`src/rtl/class_vec_seq_ctrl_if.sv`:
```
// Beat stream from the class vector sequencer.
// Master drives the frame beat, slave returns ready.
interface class_vec_seq_ctrl_if #(
  parameter int FRAME_W = 64,
  parameter int PC_W    = $clog2(FRAME_W + 1)
) ();
  logic [FRAME_W-1:0] out_data;
  logic               out_valid;
  logic               out_ready;
  logic [2:0]         out_class;
  logic [1:0]         out_frame;
  logic               out_last_frame;
  logic               out_last;
  logic [PC_W-1:0]    out_popcnt;

  modport master (
    output out_data, out_valid, out_class, out_frame,
    output out_last_frame, out_last, out_popcnt,
    input  out_ready
  );

  modport slave (
    input  out_data, out_valid, out_class, out_frame,
    input  out_last_frame, out_last, out_popcnt,
    output out_ready
  );
endinterface

```
`src/rtl/class_vec_seq_ctrl.sv`:
```
// Sequencer streaming class hypervector frames from a generator.
// Optional popcount of each beat: define CLASS_SEQ_POPCNT_EN.
module class_vec_seq_ctrl #(
  parameter int NUM_CLASSES = 8,
  parameter int NUM_FRAMES  = 3,
  parameter int FRAME_W     = 64
) (
  input  logic               clk,
  input  logic               rst,
  input  logic               start_i,
  input  logic               sweep_i,
  input  logic [2:0]         start_class_i,
  input  logic               abort_i,
  output logic [2:0]         gen_frame_id_o,
  output logic [1:0]         gen_frame_index_o,
  input  logic [FRAME_W-1:0] gen_vec_i,
  class_vec_seq_ctrl_if.master bus,
  output logic               busy_o,
  output logic               done_o,
  output logic               err_o
);

  localparam int PC_W = $clog2(FRAME_W + 1);
  localparam logic [3:0] NC = 4'(NUM_CLASSES);

  typedef enum logic [1:0] {
    IDLE,
    FETCH,
    HOLD,
    DONE
  } state_e;

  state_e             state_q;
  logic [2:0]         cls_q, cls_d;
  logic [1:0]         frm_q, frm_d;
  logic               sweep_q;
  logic [FRAME_W-1:0] data_q;
  logic               valid_q;
  logic [2:0]         ocls_q;
  logic [1:0]         ofrm_q;
  logic               lastf_q, lastf_d;
  logic               last_q, last_d;
  logic               busy_q, done_q, err_q;
  logic               start_ok;
  logic               frm_end, cls_end;

  // Next address and last-beat flags for the frame being fetched
  always_comb begin
    frm_end  = (frm_q == 2'(NUM_FRAMES - 1));
    cls_end  = (cls_q == 3'(NUM_CLASSES - 1));
    lastf_d  = frm_end;
    last_d   = frm_end && (!sweep_q || cls_end);
    start_ok = sweep_i || ({1'b0, start_class_i} < NC);
    frm_d    = frm_q + 2'd1;
    cls_d    = cls_q;
    if (frm_end) begin
      frm_d = '0;
      cls_d = cls_q + 3'd1;
    end
  end

`ifdef CLASS_SEQ_POPCNT_EN
  logic [PC_W-1:0] pc_d, pc_q;

  // Ones count of the frame currently presented by the generator
  always_comb begin
    pc_d = '0;
    for (int i = 0; i < FRAME_W; i++) begin
      pc_d = pc_d + PC_W'(gen_vec_i[i]);
    end
  end

  assign bus.out_popcnt = pc_q;
`else
  assign bus.out_popcnt = '0;
`endif

  // Control FSM with all beat outputs registered
  always_ff @(posedge clk) begin
    if (rst) begin
      state_q <= IDLE;
      cls_q   <= '0;
      frm_q   <= '0;
      sweep_q <= 1'b0;
      data_q  <= '0;
      valid_q <= 1'b0;
      ocls_q  <= '0;
      ofrm_q  <= '0;
      lastf_q <= 1'b0;
      last_q  <= 1'b0;
      busy_q  <= 1'b0;
      done_q  <= 1'b0;
      err_q   <= 1'b0;
`ifdef CLASS_SEQ_POPCNT_EN
      pc_q    <= '0;
`endif
    end else begin
      done_q <= 1'b0;
      err_q  <= 1'b0;
      unique case (state_q)
        IDLE: begin
          if (start_i) begin
            if (start_ok) begin
              cls_q   <= sweep_i ? 3'd0 : start_class_i;
              frm_q   <= '0;
              sweep_q <= sweep_i;
              busy_q  <= 1'b1;
              state_q <= FETCH;
            end else begin
              err_q <= 1'b1;
            end
          end
        end
        FETCH: begin
          if (abort_i) begin
            valid_q <= 1'b0;
            busy_q  <= 1'b0;
            state_q <= IDLE;
          end else begin
            data_q  <= gen_vec_i;
            ocls_q  <= cls_q;
            ofrm_q  <= frm_q;
            lastf_q <= lastf_d;
            last_q  <= last_d;
            valid_q <= 1'b1;
`ifdef CLASS_SEQ_POPCNT_EN
            pc_q    <= pc_d;
`endif
            state_q <= HOLD;
          end
        end
        HOLD: begin
          if (abort_i) begin
            valid_q <= 1'b0;
            busy_q  <= 1'b0;
            state_q <= IDLE;
          end else if (bus.out_ready) begin
            valid_q <= 1'b0;
            if (last_q) begin
              done_q  <= 1'b1;
              state_q <= DONE;
            end else begin
              cls_q   <= cls_d;
              frm_q   <= frm_d;
              state_q <= FETCH;
            end
          end
        end
        DONE: begin
          busy_q  <= 1'b0;
          state_q <= IDLE;
        end
        default: begin
          busy_q  <= 1'b0;
          valid_q <= 1'b0;
          state_q <= IDLE;
        end
      endcase
    end
  end

  assign gen_frame_id_o     = cls_q;
  assign gen_frame_index_o  = frm_q;
  assign bus.out_data       = data_q;
  assign bus.out_valid      = valid_q;
  assign bus.out_class      = ocls_q;
  assign bus.out_frame      = ofrm_q;
  assign bus.out_last_frame = lastf_q;
  assign bus.out_last       = last_q;
  assign busy_o             = busy_q;
  assign done_o             = done_q;
  assign err_o              = err_q;

endmodule

```
`src/flat_wrapper.sv`:
```
// flat-port wrapper written by rule: the top's interface ports become plain ports
module class_vec_seq_ctrl_flat 
#(
  parameter int NUM_CLASSES = 8,
  parameter int NUM_FRAMES  = 3,
  parameter int FRAME_W     = 64
)
  (clk, rst, start_i, sweep_i, start_class_i, abort_i, gen_frame_id_o, gen_frame_index_o, gen_vec_i, busy_o, done_o, err_o, bus_out_data, bus_out_valid, bus_out_class, bus_out_frame, bus_out_last_frame, bus_out_last, bus_out_popcnt, bus_out_ready);
  class_vec_seq_ctrl_if #(.FRAME_W(FRAME_W)) bus_i ();
  input  logic clk;
  input  logic rst;
  input  logic start_i;
  input  logic sweep_i;
  input  logic [2:0] start_class_i;
  input  logic abort_i;
  output logic [2:0] gen_frame_id_o;
  output logic [1:0] gen_frame_index_o;
  input  logic [FRAME_W-1:0] gen_vec_i;
  output logic busy_o;
  output logic done_o;
  output logic err_o;
  output wire logic [$bits(bus_i.out_data)-1:0] bus_out_data;
  output wire logic [$bits(bus_i.out_valid)-1:0] bus_out_valid;
  output wire logic [$bits(bus_i.out_class)-1:0] bus_out_class;
  output wire logic [$bits(bus_i.out_frame)-1:0] bus_out_frame;
  output wire logic [$bits(bus_i.out_last_frame)-1:0] bus_out_last_frame;
  output wire logic [$bits(bus_i.out_last)-1:0] bus_out_last;
  output wire logic [$bits(bus_i.out_popcnt)-1:0] bus_out_popcnt;
  input wire logic [$bits(bus_i.out_ready)-1:0] bus_out_ready;
  assign bus_out_data = bus_i.out_data;
  assign bus_out_valid = bus_i.out_valid;
  assign bus_out_class = bus_i.out_class;
  assign bus_out_frame = bus_i.out_frame;
  assign bus_out_last_frame = bus_i.out_last_frame;
  assign bus_out_last = bus_i.out_last;
  assign bus_out_popcnt = bus_i.out_popcnt;
  assign bus_i.out_ready = bus_out_ready;
  class_vec_seq_ctrl #(.NUM_CLASSES(NUM_CLASSES), .NUM_FRAMES(NUM_FRAMES), .FRAME_W(FRAME_W)) u_core (.clk(clk), .rst(rst), .start_i(start_i), .sweep_i(sweep_i), .start_class_i(start_class_i), .abort_i(abort_i), .gen_frame_id_o(gen_frame_id_o), .gen_frame_index_o(gen_frame_index_o), .gen_vec_i(gen_vec_i), .bus(bus_i), .busy_o(busy_o), .done_o(done_o), .err_o(err_o));
endmodule
```
`config.mk`:
```
export PLATFORM = sky130hd
export DESIGN_NAME = class_vec_seq_ctrl_flat
export DESIGN_NICKNAME = d
export VERILOG_FILES = /design/src/rtl/class_vec_seq_ctrl_if.sv /design/src/rtl/class_vec_seq_ctrl.sv /design/src/flat_wrapper.sv
export SDC_FILE = /design/constraint.sdc
export NUM_CORES = 1
export LEC_CHECK = 0
export CAP_MARGIN = 20
export CORE_MARGIN = 1
export CORE_UTILIZATION = 35
export CTS_BUF_LIST = sky130_fd_sc_hd__clkbuf_16
export DETAILED_ROUTE_END_ITERATION = 16
export HOLD_SLACK_MARGIN = 0.1
export PLACE_DENSITY = 0.8
export SYNTH_ARGS = -nofsm -noshare
export SYNTH_HDL_FRONTEND = slang
export SYNTH_SLANG_ARGS = --single-unit
export TNS_END_PERCENT = 100
```
`constraint.sdc`:
```
create_clock -name clk -period 3.55 [get_ports clk]
set_input_delay 0.355 -clock clk [delete_from_list [all_inputs] [get_ports clk]]
set_output_delay 0.355 -clock clk [all_outputs]
set_load 0.01 [all_outputs]
```
Word level (Yosys, flattened, before mapping) --
Cells that the tools add are included.
Operators by class: $add $sub $neg 2, eq/ne operators 12, multiplexer cells 27, bitwise gates (word level) 3, reduce and logical (&&, ||, !) cells 15
Operators by type and width (count):
- 2-to-1 mux 2 bit | 10
- 2-to-1 mux 3 bit | 6
- AND reduction 2 bit | 5
- inequality test 2 bit (second input constant) | 4
- case mux 2 bit (4 select lines) | 1
- equality test 2 bit (second input constant) | 3
- 2-to-1 mux 1 bit | 6
- case mux 3 bit (2 select lines) | 1
- AND reduction 6 bit | 1
- AND reduction 5 bit | 1
- inequality test 2 x 1 -> 1 bit (second input constant) | 2
- case mux 2 bit (2 select lines) | 1
- nonzero test 2 bit | 2
- OR reduction 4 bit | 1
- adder 3 x 1 -> 3 bit (second input constant) | 1
- equality test 3 bit (second input constant) | 1
- inequality test 3 bit (second input constant) | 1
- NOT 1 bit | 3
- case mux 1 bit (3 select lines) | 1
- adder 2 x 1 -> 2 bit (second input constant) | 1
- equality test 2 x 1 -> 1 bit (second input constant) | 1
- logical NOT 2 bit | 1
- case mux 1 bit (2 select lines) | 1
- OR reduction 2 bit | 1
- other kinds (3) | 3
Word-level totals: register bits after elaboration 82

Logic depth before layout (Yosys ltp) --
depth in word-level cells 6, depth in mapped cells 7

Worst setup path before layout --
OpenSTA, ideal clock, no wires.
kind register to register, from reg u_core.state_q[0], to reg u_core.frm_q[0], in the netlist u_core.gen_frame_index_o[0], library setup time 0.072 ns, arrival 1.622 ns, slack 1.856 ns, stages on the path, launching flop included 6, path buffers 1, period minus slack after synthesis 1.694 ns, cells stage by stage dfxtp_1 -> inv_1 -> ha_1 -> buf_2 -> or4b_2 -> mux2i_1
Between the ends: word-level cells in the longest chain between the ends 3
Ends and longest elaborated chain:
- from (decl) | RTL line class_vec_seq_ctrl.sv:33 | state_e state_q;
- from (signal assigned) | RTL line class_vec_seq_ctrl.sv:81 | state_q <= IDLE;
- from (signal assigned) | RTL line class_vec_seq_ctrl.sv:108 | state_q <= FETCH;
- from (signal assigned) | RTL line class_vec_seq_ctrl.sv:118 | state_q <= IDLE;
- equality test 2 bit or logical NOT 2 bit (tied branches) | RTL line class_vec_seq_ctrl.sv:100 | unique case (state_q)
- inequality test 2 bit (no line) or nonzero test 2 bit (tied branches)
- AND reduction 5 bit (no line)
- to (signal assigned) | RTL line class_vec_seq_ctrl.sv:144 | frm_q <= frm_d;
- to (decl) | RTL line class_vec_seq_ctrl.sv:35 | logic [1:0] frm_q, frm_d;
Several ways; a longest one is shown, not always the timed one. A chain may end at the register's enable or synchronous reset.

Worst setup path in the final report --
from reg u_core.state_q[0], to reg u_core.cls_q[2], in the netlist u_core.gen_frame_id_o[2]
Between the ends: word-level cells in the longest chain between the ends 3
Ends and longest elaborated chain:
- equality test 2 bit or logical NOT 2 bit (tied branches) | RTL line class_vec_seq_ctrl.sv:100
- inequality test 2 x 1 -> 1 bit (no line) (tied with other cells)
- AND reduction 6 bit (no line)
- to (signal assigned) | RTL line class_vec_seq_ctrl.sv:104 | cls_q <= sweep_i ? 3'd0 : start_class_i;
- to (signal assigned) | RTL line class_vec_seq_ctrl.sv:143 | cls_q <= cls_d;
- to (decl) | RTL line class_vec_seq_ctrl.sv:34 | logic [2:0] cls_q, cls_d;
Several ways; a longest one is shown, not always the timed one.

==> impl_metrics.toml <==
[timing]
fin_crit_ns = 2.09
setup_ws_ns = 1.46
finClkSkew_ns = 0.00732
clock.fmax_ghz = 0.479
rsz0062_at_grt = "no"
slew_headroom_pct = 55.2
slew_viol_final = 0
whs_ns = 0.452
worstMarginPinSlew_ns = 0.671
hold_viol_final = 0
fin_crit_sh_pct = 58.8
setup_viol = 0
fin_setup_tns_ns = 0

[synth]
syn_avg_cell_area_um2 = 7.97
synth_cell_types = 28
ys_seq_area_share_pct = 52.0
synthCells = 396
synth_top_area_cell = "dfxtp_1"
synthArstFlopShare_pct = 0
ys.flop_type = "dfxtp_1"
synth_area_um2 = 3160
synth_edf_count = 0
synthTopCellsByArea = "dfxtp_1 (52%), nand2_1 (17%), a21oi_1 (12%), clkbuf_1 (3.0%), ha_1 (2.8%)"
synth_top_area_share_pct = 52.0
yosysWarnings = 0
synth.ff_latch_count = 82

[worst_setup_path]
cp-end-kind = "flip-flop"
start_kind = "flip-flop"
cp.arrival_ns = 2.32
regToRegSetupSlack_ns = 1.46
worstPathRequired_ns = 3.78
worst-r2r-cell-count = 6
cp_max_fo = 16
critPathKind = "reg -> reg"

[place]
place_congestion = 0.845
post-place-ws_ns = 1.18
port_buffers = 151
hpwl_mm = 6.07

[worst_hold_path]
hold_depth = 2
hold_path_class = "reg -> reg"

[clocking]
htree_levels = 3
clock-root-buffer = "clkbuf_16"
hold_buffers = 0
cts_tree = "built"
clk_latency_ns = 0.32
cts_buffers = 9
clk_pin_slew_ns = 0.06
cts_setup_buffers = 0
clock_path_buffers = 2
cts_resized = 0
cts_sinks = 82

[finish]
fill_cells = 793
layout.nets = 614
antenna_cells = 0
final_common_cell = "clkdlybuf4s50_1"
layout_common_cells = "clkdlybuf4s50_1 (150), nand2_1 (144), dfxtp_1 (82), a21oi_1 (78), nor2_1 (11)"
final_layout_size_suffix_gt1_share_pct = 4.64
area.growth.synth_to_final_pct = 58.6

[global_route]
grt_max_degree = 48
antenna_found_initial = 0
grt_usage_pct = 17.9
grt_pass1_wl_mm = 14.0
grt_pass1_vias = 3039
overflow = 0

[power]
p_per_area_nw_per_um2 = 468
peakVddDrop_uv = 251
p_leak_nw = 1.79

[routing]
drtAntennaViolNets = 0
wl_per_cell_um = 13.0
wl_mm = 8.43
route.detailed.drc = 0
vias_per_cell = 4.68
first_pass_iters = 5
dr.first_iter.drc_count = 107
vias = 3027

[floorplanning]
die_area_um2 = 9410
ios = 160
start_util_pct = 36.2
fp.dieH_um = 97.0
core_area_um2 = 8720
die_width_um = 97.0
rows = 34

[outcome]
run_status = "finished clean"

[run]
maxCapViolations = 0
==> path summary, 6_finish.rpt <==
check,start,endpoint
max,u_core.state_q[0],u_core.gen_frame_id_o[2]
min,u_core.bus.out_data[39],u_core.bus.out_data[39]
max reg2reg,u_core.state_q[0],u_core.gen_frame_id_o[2]
min reg2reg,u_core.bus.out_data[39],u_core.bus.out_data[39]
==> state kept, by name, indices dropped and copies added, names as in the netlist <==
register and cells:
u_core.bus.out_last_frame 1, u_core.busy_o 1, u_core.done_o 1, u_core.bus.out_valid 1, u_core.bus.out_frame 2, u_core.bus.out_data 64, u_core.bus.out_class 3, u_core.gen_frame_id_o 3
u_core.bus.out_last 1, u_core.state_q 2, u_core.sweep_q 1, u_core.gen_frame_index_o 2
==> critical path: stages, from the launching register on <==
cell	delay [ns]
dfxtp_1	0.32
inv_1	0.13
ha_1	0.55
o2bb2ai_1	0.19
a2111oi_4	0.52
nor2_1	0.08
a211oi_1	0.21
==> synth_stat cells (2+ instances only) <==
cell / number
nand2b_1: 6
dfxtp_1: 82
a22oi_1: 2
nand3_1: 2
a211oi_1: 4
a21oi_1: 78
clkbuf_1: 25
ha_1: 7
mux2i_1: 2
nand2_1: 144
buf_4: 8
nor2_1: 11
inv_1: 5
o22ai_1: 3
nor2b_1: 4
==> where the power goes <==
group          leakage (nW)  internal, mW  switching, mW
sequential            0.667         0.969         0.0286
clock                 0.157         0.616          0.361
combinational         0.967         0.200          0.171
total                  1.79          1.79          0.561
==> routing by layer <==
layer  global-route usage [%]  wire length (um)  part of all wire (%)  vias to the layer above
met3                     7.59               633                   7.5                        9
met2                     31.4              4130                    49                      104
met5                        0                 0                     0                        -
met4                     4.48                90                   1.1                        0
li1                         -                 -                     -                     1544
met1                     20.0              3580                    42                     1370
==> layout make-up <==
type	instances	area, um2	area share [%]
clock buffers	9	225	4.50
clock inverters	7	93.8	1.87
inverters	5	18.8	0.375
multi-input cells	281	1360	27.1
flip-flops and latches	82	1640	32.8
well taps	108	135	2.70
repair buffers	155	1540	30.7
==> stage by stage <==
| step | total power, mW | util [%] | cells | area (um2) |
|---|---|---|---|---|
| 3_3_place_gp | 1.38 | 53.8 | 631 | 4690 |
| 4_1_cts | 2.37 | 57.4 | 647 | 5010 |
| 3_5_place_dp | 1.39 | 53.8 | 631 | 4690 |
| 2_1_floorplan | 1.19 | - | 403 | 3180 |
| 6_report | 2.35 | 57.4 | 647 | 5010 |
| 5_1_grt | 2.45 | 57.4 | 647 | 5010 |
==> kinds of logic (layout without fill, tap and decap cells) <==
logic type / Yosys count / count (layout) / share of synthesized area, %
buffers and inverters: 40 / 176 / 5.98
muxes: 2 / 2 / 0.634
adders and majority gates: 7 / 7 / 2.77
other: 1 / 8 / 0.119
AOI/OAI and AO/OA: 90 / 90 / 15.8
DFF: 82 / 82 / 52.0
and+or+nand+nor: 174 / 174 / 22.7
Note: power is estimated with default switching activity, not from simulation.
